==> src/rtl/mano_instr_sequencer_if.sv <==
// rtl/mano_instr_sequencer_if.sv - IR/status inputs and strobe outputs between sequencer and datapath
interface mano_instr_sequencer_if;
  logic [15:0] ir;
  logic        ac_zero;
  logic        ac_sign;
  logic        e_flag;
  logic        dr_zero;
  logic        start;
  logic [2:0]  t;
  logic        halted;
  logic [2:0]  bus_sel;
  logic        ar_ld;
  logic        ar_inc;
  logic        pc_ld;
  logic        pc_inc;
  logic        dr_ld;
  logic        dr_inc;
  logic        ir_ld;
  logic        mem_wr;
  logic [3:0]  ac_op;
  logic        e_clr;
  logic        e_cmp;

  modport master (
    input  ir, ac_zero, ac_sign, e_flag, dr_zero, start,
    output t, halted, bus_sel, ar_ld, ar_inc, pc_ld, pc_inc,
           dr_ld, dr_inc, ir_ld, mem_wr, ac_op, e_clr, e_cmp
  );

  modport slave (
    output ir, ac_zero, ac_sign, e_flag, dr_zero, start,
    input  t, halted, bus_sel, ar_ld, ar_inc, pc_ld, pc_inc,
           dr_ld, dr_inc, ir_ld, mem_wr, ac_op, e_clr, e_cmp
  );
endinterface

==> src/rtl/mano_instr_sequencer.sv <==
// rtl/mano_instr_sequencer.sv - T0..T6 instruction-cycle sequencer with HLT/restart
module mano_instr_sequencer (
  input  logic                        clk,
  input  logic                        reset,
  mano_instr_sequencer_if.master      seq
);
  typedef enum logic [2:0] {
    S_T0 = 3'd0, S_T1 = 3'd1, S_T2 = 3'd2, S_T3 = 3'd3,
    S_T4 = 3'd4, S_T5 = 3'd5, S_T6 = 3'd6
  } step_t;

  localparam logic [2:0] OP_AND = 3'd0, OP_ADD = 3'd1, OP_LDA = 3'd2, OP_STA = 3'd3;
  localparam logic [2:0] OP_BUN = 3'd4, OP_BSA = 3'd5, OP_ISZ = 3'd6, OP_REG = 3'd7;

  step_t      sc, sc_next;
  logic       halted_q, halted_next;
  logic [2:0] opcode;
  logic       ind;
  logic       skip;

  assign opcode = seq.ir[14:12];
  assign ind    = seq.ir[15];
  assign skip   = (seq.ir[4] & ~seq.ac_sign) | (seq.ir[3] & seq.ac_sign) |
                  (seq.ir[2] & seq.ac_zero)  | (seq.ir[1] & ~seq.e_flag);

  always_ff @(posedge clk) begin
    if (reset) begin
      sc       <= S_T0;
      halted_q <= 1'b0;
    end else begin
      sc       <= sc_next;
      halted_q <= halted_next;
    end
  end

  // Reset and halt both force every strobe low; only the registered step is decoded otherwise.
  always_comb begin
    sc_next      = S_T0;
    halted_next  = halted_q;
    seq.t        = reset ? 3'd0 : sc;
    seq.halted   = halted_q & ~reset;
    seq.bus_sel  = 3'd0;
    seq.ar_ld    = 1'b0;
    seq.ar_inc   = 1'b0;
    seq.pc_ld    = 1'b0;
    seq.pc_inc   = 1'b0;
    seq.dr_ld    = 1'b0;
    seq.dr_inc   = 1'b0;
    seq.ir_ld    = 1'b0;
    seq.mem_wr   = 1'b0;
    seq.ac_op    = 4'd0;
    seq.e_clr    = 1'b0;
    seq.e_cmp    = 1'b0;
    if (reset) begin
      halted_next = 1'b0;
    end else if (halted_q) begin
      if (seq.start) halted_next = 1'b0;
    end else begin
      case (sc)
        S_T0: begin
          seq.bus_sel = 3'd2; seq.ar_ld = 1'b1; sc_next = S_T1;
        end
        S_T1: begin
          seq.bus_sel = 3'd7; seq.ir_ld = 1'b1; seq.pc_inc = 1'b1; sc_next = S_T2;
        end
        S_T2: begin
          seq.bus_sel = 3'd5; seq.ar_ld = 1'b1; sc_next = S_T3;
        end
        S_T3: begin
          if (opcode != OP_REG) begin
            if (ind) begin
              seq.bus_sel = 3'd7; seq.ar_ld = 1'b1;
            end
            sc_next = S_T4;
          end else if (!ind) begin
            if      (seq.ir[11]) seq.ac_op = 4'd4;
            else if (seq.ir[9])  seq.ac_op = 4'd5;
            else if (seq.ir[7])  seq.ac_op = 4'd6;
            else if (seq.ir[6])  seq.ac_op = 4'd7;
            else if (seq.ir[5])  seq.ac_op = 4'd8;
            seq.e_clr  = seq.ir[10];
            seq.e_cmp  = seq.ir[8];
            seq.pc_inc = skip;
            if (seq.ir[0]) halted_next = 1'b1;
          end
        end
        S_T4: begin
          case (opcode)
            OP_AND, OP_ADD, OP_LDA, OP_ISZ: begin
              seq.bus_sel = 3'd7; seq.dr_ld = 1'b1; sc_next = S_T5;
            end
            OP_STA: begin
              seq.bus_sel = 3'd4; seq.mem_wr = 1'b1;
            end
            OP_BUN: begin
              seq.bus_sel = 3'd1; seq.pc_ld = 1'b1;
            end
            OP_BSA: begin
              seq.bus_sel = 3'd2; seq.mem_wr = 1'b1; seq.ar_inc = 1'b1; sc_next = S_T5;
            end
            default: ;
          endcase
        end
        S_T5: begin
          case (opcode)
            OP_AND: seq.ac_op = 4'd1;
            OP_ADD: seq.ac_op = 4'd2;
            OP_LDA: seq.ac_op = 4'd3;
            OP_BSA: begin
              seq.bus_sel = 3'd1; seq.pc_ld = 1'b1;
            end
            OP_ISZ: begin
              seq.dr_inc = 1'b1; sc_next = S_T6;
            end
            default: ;
          endcase
        end
        S_T6: begin
          if (opcode == OP_ISZ) begin
            seq.bus_sel = 3'd3; seq.mem_wr = 1'b1; seq.pc_inc = seq.dr_zero;
          end
        end
        default: ;
      endcase
    end
  end
endmodule

==> src/flat_wrapper.sv <==
// flat-port wrapper written by rule: the top's interface ports become plain ports
module mano_instr_sequencer_flat 
  (clk, reset, seq_ir, seq_ac_zero, seq_ac_sign, seq_e_flag, seq_dr_zero, seq_start, seq_t, seq_halted, seq_bus_sel, seq_ar_ld, seq_ar_inc, seq_pc_ld, seq_pc_inc, seq_dr_ld, seq_dr_inc, seq_ir_ld, seq_mem_wr, seq_ac_op, seq_e_clr, seq_e_cmp);
  mano_instr_sequencer_if seq_i ();
  input  logic clk;
  input  logic reset;
  input wire logic [$bits(seq_i.ir)-1:0] seq_ir;
  input wire logic [$bits(seq_i.ac_zero)-1:0] seq_ac_zero;
  input wire logic [$bits(seq_i.ac_sign)-1:0] seq_ac_sign;
  input wire logic [$bits(seq_i.e_flag)-1:0] seq_e_flag;
  input wire logic [$bits(seq_i.dr_zero)-1:0] seq_dr_zero;
  input wire logic [$bits(seq_i.start)-1:0] seq_start;
  output wire logic [$bits(seq_i.t)-1:0] seq_t;
  output wire logic [$bits(seq_i.halted)-1:0] seq_halted;
  output wire logic [$bits(seq_i.bus_sel)-1:0] seq_bus_sel;
  output wire logic [$bits(seq_i.ar_ld)-1:0] seq_ar_ld;
  output wire logic [$bits(seq_i.ar_inc)-1:0] seq_ar_inc;
  output wire logic [$bits(seq_i.pc_ld)-1:0] seq_pc_ld;
  output wire logic [$bits(seq_i.pc_inc)-1:0] seq_pc_inc;
  output wire logic [$bits(seq_i.dr_ld)-1:0] seq_dr_ld;
  output wire logic [$bits(seq_i.dr_inc)-1:0] seq_dr_inc;
  output wire logic [$bits(seq_i.ir_ld)-1:0] seq_ir_ld;
  output wire logic [$bits(seq_i.mem_wr)-1:0] seq_mem_wr;
  output wire logic [$bits(seq_i.ac_op)-1:0] seq_ac_op;
  output wire logic [$bits(seq_i.e_clr)-1:0] seq_e_clr;
  output wire logic [$bits(seq_i.e_cmp)-1:0] seq_e_cmp;
  assign seq_i.ir = seq_ir;
  assign seq_i.ac_zero = seq_ac_zero;
  assign seq_i.ac_sign = seq_ac_sign;
  assign seq_i.e_flag = seq_e_flag;
  assign seq_i.dr_zero = seq_dr_zero;
  assign seq_i.start = seq_start;
  assign seq_t = seq_i.t;
  assign seq_halted = seq_i.halted;
  assign seq_bus_sel = seq_i.bus_sel;
  assign seq_ar_ld = seq_i.ar_ld;
  assign seq_ar_inc = seq_i.ar_inc;
  assign seq_pc_ld = seq_i.pc_ld;
  assign seq_pc_inc = seq_i.pc_inc;
  assign seq_dr_ld = seq_i.dr_ld;
  assign seq_dr_inc = seq_i.dr_inc;
  assign seq_ir_ld = seq_i.ir_ld;
  assign seq_mem_wr = seq_i.mem_wr;
  assign seq_ac_op = seq_i.ac_op;
  assign seq_e_clr = seq_i.e_clr;
  assign seq_e_cmp = seq_i.e_cmp;
  mano_instr_sequencer u_core (.clk(clk), .reset(reset), .seq(seq_i));
endmodule
==> config.mk <==
export PLATFORM = sky130hd
export DESIGN_NAME = mano_instr_sequencer_flat
export DESIGN_NICKNAME = d
export VERILOG_FILES = /design/src/rtl/mano_instr_sequencer_if.sv /design/src/rtl/mano_instr_sequencer.sv /design/src/flat_wrapper.sv
export SDC_FILE = /design/constraint.sdc
export NUM_CORES = 1
export LEC_CHECK = 0
export CAP_MARGIN = 40
export CORE_AREA = 2 2 39 41
export CTS_CLUSTER_SIZE = 20
export DETAILED_ROUTE_END_ITERATION = 8
export DIE_AREA = 0 0 41 43
export DONT_BUFFER_PORTS = 1
export GPL_TIMING_DRIVEN = 0
export HOLD_SLACK_MARGIN = 0.06
export PLACE_DENSITY = 0.66
export SLEW_MARGIN = 0
export SYNTH_ARGS = -nofsm -noshare
export SYNTH_HDL_FRONTEND = slang
export SYNTH_SLANG_ARGS = --single-unit
==> constraint.sdc <==
create_clock -name clk -period 2.85 [get_ports clk]
set_clock_uncertainty 0.05 [all_clocks]
set_input_delay 0.57 -clock clk [delete_from_list [all_inputs] [get_ports clk]]
set_output_delay 0.57 -clock clk [all_outputs]
set_load 0.05 [all_outputs]
==> results of run 1 <==
[placed cells by master (no fill, tap or decap), types with 2 or more instances in the layout]
| master | count |
|---|---|
| or3_1 | 2 |
| buf_2 | 4 |
| o22ai_1 | 2 |
| nor3_1 | 3 |
| dfxtp_1 | 4 |
| nand2_1 | 7 |
| clkbuf_1 | 3 |
| buf_4 | 10 |
| a31oi_1 | 2 |
| nor2_1 | 11 |
| nand3b_1 | 2 |
| clkbuf_4 | 3 |
| nor2b_1 | 7 |
| and2_1 | 2 |
| nor4_1 | 2 |
| mux2_2 | 2 |
| inv_1 | 3 |
| or2_2 | 2 |
| and3_1 | 2 |
| o21ai_0 | 3 |
| xor2_1 | 4 |
| buf_1 | 2 |
| a21oi_1 | 4 |
| nand2b_1 | 2 |
| nand3_1 | 5 |
| o21a_1 | 2 |
[stage by stage]
stage / hold WS [ns] / instances / utilization [%] / TNS [ns] / instance area, µm²
floorplan: 0.632 / 102 / - / 0 / 699
global placement: 0.688 / 118 / 52.0 / -0.0651 / 719
detailed placement: 0.614 / 128 / 57.4 / 0 / 795
CTS: 0.444 / 131 / 59.0 / 0 / 817
global route: 0.446 / 131 / 60.2 / 0 / 833
finish: 0.449 / 131 / 60.2 / 0 / 833
[what timing repair did]
action                                  in CTS  in global routing
hold buffers                                 0                  0
endpoints found under the setup margin       0                  2
resized for setup                            0                  3
[flip-flops by register name, indices dropped and copies added (netlist names)]
register and flops:
u_core.sc 3, u_core.halted_q 1
[power by group]
group | leakage (nW) | total [mW] | internal, mW | switching (mW)
clock | 0.0138 | 0.0719 | 0.0472 | 0.0247
combinational | 0.287 | 0.145 | 0.0480 | 0.0967
sequential | 0.0328 | 0.0608 | 0.0601 | 0.000699
total | 0.334 | 0.277 | 0.155 | 0.122
[area by class of cell]
cell class                      instances  area share (%)
Buffer                                 10            6.01
Clock buffer                            3            2.70
Inverter                                3            1.35
Multi-Input combinational cell         85            68.9
Sequential cell                         4            9.61
Tap cell                               16            2.40
Timing Repair Buffer                   10            9.01
[cells by family (layout without fill, tap and decap cells)]
kind of cell / Yosys count / in the layout
flip-flops: 4 / 4
AND/OR/NAND/NOR: 54 / 54
multiplexers: 2 / 2
XOR/XNOR: 5 / 5
buffers and inverters: 13 / 26
AO/OA/AOI/OAI: 24 / 24
[worst register-to-register path, cell delays in order (launching register included)]
cell,delay (ns)
dfxtp_1,0.29
buf_2,0.18
nand2_1,0.13
nor4_1,0.46
a32o_1,0.25
[per-layer routing]
layer / GRT usage, % / vias up / wire (µm)
met2: 33.8 / 37 / 884
met5: 0 / - / 0
met4: 2.00 / 0 / 0
met3: 8.38 / 0 / 146
met1: 30.5 / 366 / 826
li1: - / 395 / -
[path summary, 6_finish.rpt]
path	from	to	depth (start not counted)
worst min-delay path	seq_ir[0]	u_core.halted_q	1
worst max-delay path	reset	seq_dr_ld	5
worst max register to register	u_core.sc[0]	u_core.halted_q	4
worst min register to register	u_core.halted_q	u_core.halted_q	2
==> results.md, run 1 <==
- Worst endpoint required time: 2.23 ns
- Crit Path Category: input pin to primary output
- Synth Area in Adders: 0%
- Vias: 798
- Clk sinks: 4
- Max-Cap Viols: 0
- Root Driver: clkbuf_4
- HP Class: input pin to flop
- Core Region: 1380 µm²
- Static leakage: between 0.3 and 0.4 nW
- PwrDens: 333 nW/µm²
- Synth Area in Compound Gates: 25.1%
- Top FF cell, synth: dfxtp_1
- Number of global-route vias before repair: 639
- Slowest cell delay on critical path: 0.72 ns
- Worst-Margin Slew: 0.883 ns
- Yosys warnings: 0
- Cell area after synthesis: 678 µm²
- Endpoint type of the worst setup path: primary output
- Xor and xnor area share after synthesis: 6.46%
- R2r setup slk: 1.43 ns
- ANT nets after route: 0
- H-tree levels: 1
- Post-synthesis net count: 125
- Async set or reset register ratio after synthesis: 0%
- Grt total ovfl: 0
- Setup ws final: 0.0998 ns
- Initial core utilization: 49.0%
- Synth top area cells: dfxtp_1, nor2_1, nor2b_1, xor2_1, nand2_1
- Die width: a little over 40 µm
- Status: complete, no violations
- Final wirelength: 1860 µm
- Worst setup SP type: input pin
- Setup WS pre-CTS: 0.0204 ns
- CP top delay family: compound AO/OA/AOI/OAI gates
- Reg clk slew, reported paths: 0.04 ns
- Worst path slowest cell: a211oi_2
- Register area: 80.1 µm²
- Largest net degree at the start of global routing: 11
- Final min period: 2.75 ns
- Portion of netlist area occupied by mux cells: 3.32%
- Unrepaired setup endpoints after global routing: false
- Wire per inst: 14.2 µm
- Setup violations, final: 0
- Post-synth top area cell: dfxtp_1
- Setup repair bufs after CTS: 0
- Antenna violations before repair: 0
- Cells after Synth: 102
- Synth Register Bits: 4
- DR vias/cell: 6.09
- CP Max Fanout: 8
- Crit path buf inv count: 1
- Largest family of logic cells by synthesized area: simple AND/OR/NAND/NOR gates
- Die Height: 43 µm
- Worst path cell trace: or2_2, clkbuf_1, nor2_1, nand2_1, a211oi_2
- Top-area cell type share of the netlist area: roughly an eighth
- # DRC: 0
- Pre-Repair DR Iteration Count: 4
- First-pass GRT wire length: about 2800 µm
- CTS buffer count: 3
- Final net count: 140
- IO Count: 44
- Final period util: 96.5%
- Synth cell types: 41
- Multi-input gate area: 574 µm²
- DP Wirelength: 1400 µm
- Antenna fix cells: 0
- Row Count: 14
- Synth top cells by count: nor2_1, nand2_1, nor2b_1, nand3_1, nor3_1
- Syn Area/Cell: 6.65 µm²
- First DRT Iteration DRCs: 26
- Synth Area in Simple Gates: 44.3%
- Clk buf depth: 2
- Number of synthesized flops with an enable pin: 0
- Slew Viols, Final: 0
- Insertion delay to the later sink of the worst-skew pair: 0.24 ns
- Area grow syn2layout: 22.9%
- Gr usage total: between 20 and 25%
- Final Hold Fails: 0
- Max VDD drop: 0.000217 V
- Most frequent cell after synthesis: nor2_1
- CP arrival: 2.13 ns
- Total die area: ~1800 µm²
- GP Congestion: 0.846
- Fmax: ~0.36 GHz
- Tot Pwr: roughly 0.28 mW
- TritonCTS clock tree: built
- Post-synthesis sequential area ratio: around an eighth
- Share of layout cells above drive strength 1: 26.1%
- Fill count: approximately 130
- Buffers on Ports: 0
- Slew headroom: 40.9%
Power figures use the tool's default switching activity.
==> run 2: changes to the inputs <==
- CORE_AREA: 2 2 39 41 -> default
- CORE_MARGIN: default -> 1.5
- CORE_UTILIZATION: default -> 50
- DIE_AREA: 0 0 41 43 -> default
- PLACE_DENSITY: 0.66 -> default
==> results.md, run 2 (synthesis gave the netlist of run 1 again) <==
- CTS buffer count: 3 (unchanged)
- Non-filler instance count after layout: 131 (unchanged)
- CP Max Fanout: 10 (was 8)
- TritonCTS clock tree: built (unchanged)
- Fmax: 0.366 GHz (was 0.364 GHz)
- Slew Viols, Final: 0 (unchanged)
- Worst-Margin Slew: 0.873 ns (was 0.883 ns)
- Share of layout cells above drive strength 1: 26.7% (was 26.1%)
- GP Congestion: 0.816 (was 0.846)
- Final net count: 141 (was 140)
- Slew headroom: 41.6% (was 40.9%)
- First DRT Iteration DRCs: 17 (was 26)
- Die width: 39.8 µm (was 41 µm)
- First-pass GRT wire length: 2630 µm (was 2760 µm)
- Final wirelength: 1780 µm (was 1860 µm)
- Tot Pwr: 0.273 mW (was 0.277 mW)
- Largest net degree at the start of global routing: 11 (unchanged)
- Final Hold Fails: 0 (unchanged)
- Worst setup SP type: flop (was input pin)
- Pre-Repair DR Iteration Count: 5 (was 4)
- Worst path slowest cell: nor3_2 (was a211oi_2)
- PwrDens: 328 nW/µm² (was 333 nW/µm²)
- Biggest register: u_core.sc (unchanged)
- Worst path cell trace: buf_2, buf_1, nand3_1, nor3_2 (was or2_2, clkbuf_1, nor2_1, nand2_1, a211oi_2)
- CP arrival: 2.11 ns (was 2.13 ns)
- Total die area: 1590 µm² (was 1760 µm²)
- Unrepaired setup endpoints after global routing: false (unchanged)
- Wire per inst: 13.6 µm (was 14.2 µm)
- Post-CTS Hold Buffers: 0 (unchanged)
- Number of global-route vias before repair: 615 (was 639)
- # DRC: 0 (unchanged)
- Grt total ovfl: 0 (unchanged)
- Row Count: 13 (was 14)
- Clk sinks: 4 (unchanged)
- Max VDD drop: 0.000167 V (was 0.000217 V)
- Static leakage: 0.324 nW (was 0.334 nW)
- Root Driver: clkbuf_4 (unchanged)
- Max-Cap Viols: 0 (unchanged)
- Die Height: 39.8 µm (was 43 µm)
- CP top delay family: simple AND/OR/NAND/NOR gates (was compound AO/OA/AOI/OAI gates)
- HP Class: input pin to flop (unchanged)
- Buffers on Ports: 0 (unchanged)
- Worst endpoint required time: 2.23 ns (about the same)
- Insertion delay to the later sink of the worst-skew pair: 0.23 ns (was 0.24 ns)
- Setup violations, final: 0 (unchanged)
- Final period util: 95.8% (was 96.5%)
- Status: complete, no violations (unchanged)
- Antenna violations before repair: 0 (unchanged)
- ANT nets after route: 0 (unchanged)
- Gr usage total: 24.2% (was 22.3%)
- Vias: 773 (was 798)
- Area grow syn2layout: 22.9% (unchanged)
- Dpl cell area: 801 µm² (was 795 µm²)
- Commonest cells after routing, fill and taps aside: nor2_1, buf_4, nor2b_1, nand2_1, nand3_1 (unchanged)
- Final min period: 2.73 ns (was 2.75 ns)
- IO Count: 44 (unchanged)
- Clk buf depth: 2 (unchanged)
- DR vias/cell: 5.90 (was 6.09)
- Total negative slack: 0 ns (unchanged)
- Crit path buf inv count: 2 (was 1)
- Post-cts sizing count: 1 (was 0)
- Initial core utilization: 52.8% (was 49.0%)
- Setup repair bufs after CTS: 0 (unchanged)
- Cell count after placement: 128 (unchanged)
- Core Region: 1280 µm² (was 1380 µm²)
- Reg clk slew, reported paths: 0.04 ns (about the same)
- Slowest cell delay on critical path: 0.74 ns (was 0.72 ns)
- Max reg flops: 3 (unchanged)
- Crit Path Category: flop to primary output (was input pin to primary output)
- Final instance area: 833 µm² (unchanged)
- H-tree levels: 1 (unchanged)
- Antenna fix cells: 0 (unchanged)
- Endpoint type of the worst setup path: primary output (unchanged)
- Layout Utilization: 64.8% (was 60.2%)
- DP Wirelength: 1400 µm (about the same)
- Biggest regs: u_core.sc (3), u_core.halted_q (1) (unchanged)
## run 2: worst paths after layout
| kind | start | endpoint | slack [ns] | cells after the start |
|---|---|---|---|---|
| max | u_core.sc[0] | seq_ac_op[3] | 0.12 | 4 |
| min | seq_ir[0] | u_core.halted_q | 0.46 | 1 |
| max reg2reg | u_core.sc[0] | u_core.halted_q | 1.36 | 4 |
| min reg2reg | u_core.halted_q | u_core.halted_q | 0.63 | 2 |
## run 2: per-stage QoR
step | setup WS, ns | hold slack (ns)
floorplan | 0.0833 | 0.632
global placement | -0.0333 | 0.694
detailed placement | -0.00146 | 0.639
CTS | 0.0540 | 0.454
global route | 0.00240 | 0.451
finish | 0.121 | 0.458
## run 2: power breakdown
part	switching, mW	internal [mW]	total [mW]
Sequential	0.000747	0.0601	0.0609
Combinational	0.0960	0.0480	0.144
Clock	0.0215	0.0470	0.0685
## run 2: layer usage
| layer | wire [µm] | GRT usage, % | vias up |
|---|---|---|---|
| met3 | 101 | 1.70 | 0 |
| li1 | - | - | 398 |
| met5 | 0 | 0 | - |
| met4 | 0 | 6.90 | 0 |
| met1 | 858 | 34.3 | 339 |
| met2 | 819 | 38.1 | 36 |
## run 2: final cells by class
class | count | area [µm²]
Multi-Input combinational cell | 85 | 568
Fill cell | 128 | 452
Timing Repair Buffer | 11 | 82.6
Sequential cell | 4 | 80.1
Buffer | 10 | 50.0
Clock buffer | 3 | 22.5
Tap cell | 15 | 18.8
Inverter | 3 | 11.3
==> run 3: changes to the inputs <==
- PLACE_DENSITY: default -> 0.69
==> results.md, run 3 (synthesis gave the netlist of run 1 again) <==
- Multi-input gate area: 574 µm² (was 568 µm²)
- Final period util: 96.4% (was 95.8%)
- RR Startpoint: u_core.sc[0] (unchanged)
- Commonest cells after routing, fill and taps aside: nor2_1, buf_4, nor2b_1, nand2_1, nand3_1 (unchanged)
- Final net count: 140 (was 141)
- Worst-Margin Slew: 0.877 ns (was 0.873 ns)
- Setup repair bufs after CTS: 0 (unchanged)
- Hold_ws: 0.456 ns (was 0.458 ns)
- First DRT Iteration DRCs: 15 (was 17)
- IO Count: 44 (unchanged)
- Vias: 803 (was 773)
- Antenna violations before repair: 0 (unchanged)
- Hold path depth: 1 (unchanged)
- Biggest register: u_core.sc (unchanged)
- CP arrival: 2.13 ns (was 2.11 ns)
- TritonCTS clock tree: built (unchanged)
- CTS buffer count: 3 (unchanged)
- Antenna fix cells: 0 (unchanged)
- Share of layout cells above drive strength 1: 26.1% (was 26.7%)
- ANT nets after route: 0 (unchanged)
- HP Class: input pin to flop (unchanged)
- Number of global-route vias before repair: 630 (was 615)
- Total die area: 1590 µm² (unchanged)
- Biggest regs: u_core.sc (3), u_core.halted_q (1) (unchanged)
- DR vias/cell: 6.18 (was 5.90)
- Unrepaired setup endpoints after global routing: false (unchanged)
- Register area: 80.1 µm² (unchanged)
- Worst hold endpoint: u_core.halted_q (unchanged)
- Clk sinks: 4 (unchanged)
- First-pass GRT wire length: 2670 µm (was 2630 µm)
- Insertion delay to the later sink of the worst-skew pair: 0.23 ns (about the same)
- Final Hold Fails: 0 (unchanged)
- Root Driver: clkbuf_4 (unchanged)
- Static leakage: 0.334 nW (was 0.324 nW)
- Pre-Repair DR Iteration Count: 4 (was 5)
- Setup violations, final: 0 (unchanged)
- Max reg flops: 3 (unchanged)
- Core Region: 1280 µm² (unchanged)
- Fill count: 116 (was 128)
- Wire per inst: 13.4 µm (was 13.6 µm)
- Crit Path Category: input pin to primary output (was flop to primary output)
- Initial core utilization: 52.8% (unchanged)
- Clk buf depth: 2 (unchanged)
- Die width: 39.8 µm (unchanged)
- Final wirelength: 1750 µm (was 1780 µm)
- DP Wirelength: 1370 µm (was 1400 µm)
- Worst R2R End: u_core.halted_q (unchanged)
- Die Height: 39.8 µm (unchanged)
- Worst setup SP type: input pin (was flop)
- PwrDens: 328 nW/µm² (about the same)
- GP Congestion: 0.823 (was 0.816)
- Most common cell after layout, fill and taps aside: nor2_1
- Max VDD drop: 0.000156 V (was 0.000167 V)
- Hold Startpoint: seq_ir[0] (unchanged)
- Max-Cap Viols: 0 (unchanged)
- Status: complete, no violations (unchanged)
- R2r setup slk: 1.39 ns (was 1.36 ns)
- Worst-case reg-to-reg path depth: 4 (unchanged)
- Row Count: 13 (unchanged)
- Slew Viols, Final: 0 (unchanged)
- Endpoint type of the worst setup path: primary output (unchanged)
- Slew headroom: 41.3% (was 41.6%)
- Final min period: 2.75 ns (was 2.73 ns)
- Worst endpoint required time: 2.23 ns (about the same)
- Reg clk slew, reported paths: 0.04 ns (about the same)
- Largest net degree at the start of global routing: 11 (unchanged)
- H-tree levels: 1 (unchanged)
- Grt total ovfl: 0 (unchanged)
- CP Max Fanout: 8 (was 10)
- Gr usage total: 25.0% (was 24.2%)
- # DRC: 0 (unchanged)
- Total negative slack: 0 ns (unchanged)
- Area grow syn2layout: 22.7% (was 22.9%)
- Fmax: 0.364 GHz (was 0.366 GHz)
- Buffers on Ports: 0 (unchanged)
==> run 3: cell count changes in the layout (fill, tap and decap cells not counted), sizes merged <==
cell	change
buf	-1
==> run 3: metal layers <==
metal	part of all wire [%]	up-vias	track usage, %	wire length, µm
li1	-	392	-	-
met5	0	-	0	0
met2	49	36	41.8	852
met1	44	375	33.0	765
met4	0	0	2.59	0
met3	7.4	0	5.68	129
==> run 3: cell type report <==
cell class,count,area share (%)
Buffer,10,6.02
Tap cell,15,2.26
Sequential cell,4,9.62
Timing Repair Buffer,10,9.02
Inverter,3,1.35
Clock buffer,3,2.71
Multi-Input combinational cell,85,69.0
==> run 3: worst max-delay path by stage <==
stage          startpoint           end  slack, ns
2_1_floorplan  seq_ir[14]  seq_ac_op[0]       0.08
3_3_place_gp        reset    seq_dr_inc      -0.04
3_5_place_dp   seq_ir[14]  seq_ac_op[0]       0.02
4_1_cts        seq_ir[14]  seq_ac_op[0]       0.02
5_1_grt             reset     seq_dr_ld      0.008
6_report            reset     seq_dr_ld       0.10
==> run 3: critical path, cell delays in order <==
cell and delay [ns]:
or2_2 0.27, clkbuf_1 0.23, nor2_1 0.21, nand2_1 0.13, a211oi_2 0.72
==> run 3: what timing repair did <==
item / in CTS / in global routing
hold buffers: 0 / 0
gates resized for setup: 0 / 3
setup endpoints to repair: 0 / 2
==> run 3: where the power goes <==
part / total [mW] / switching (mW) / internal (mW)
Clock: 0.0685 / 0.0215 / 0.0470
Sequential: 0.0608 / 0.000634 / 0.0601
Combinational: 0.144 / 0.0960 / 0.0480
Total: 0.273 / 0.118 / 0.155
==> run 3: through the flow <==
stage	std cells	cell area [µm²]	setup slack, ns	total power [mW]	utilization, %
after CTS	130	816	0.0170	0.275	63.5
after floorplan	102	699	0.0833	0.178	-
after global routing	130	832	0.00825	0.292	64.8
after detailed placement	127	793	0.0215	0.204	61.7
final	130	832	0.103	0.273	64.8
after global placement	117	718	-0.0351	0.191	55.9
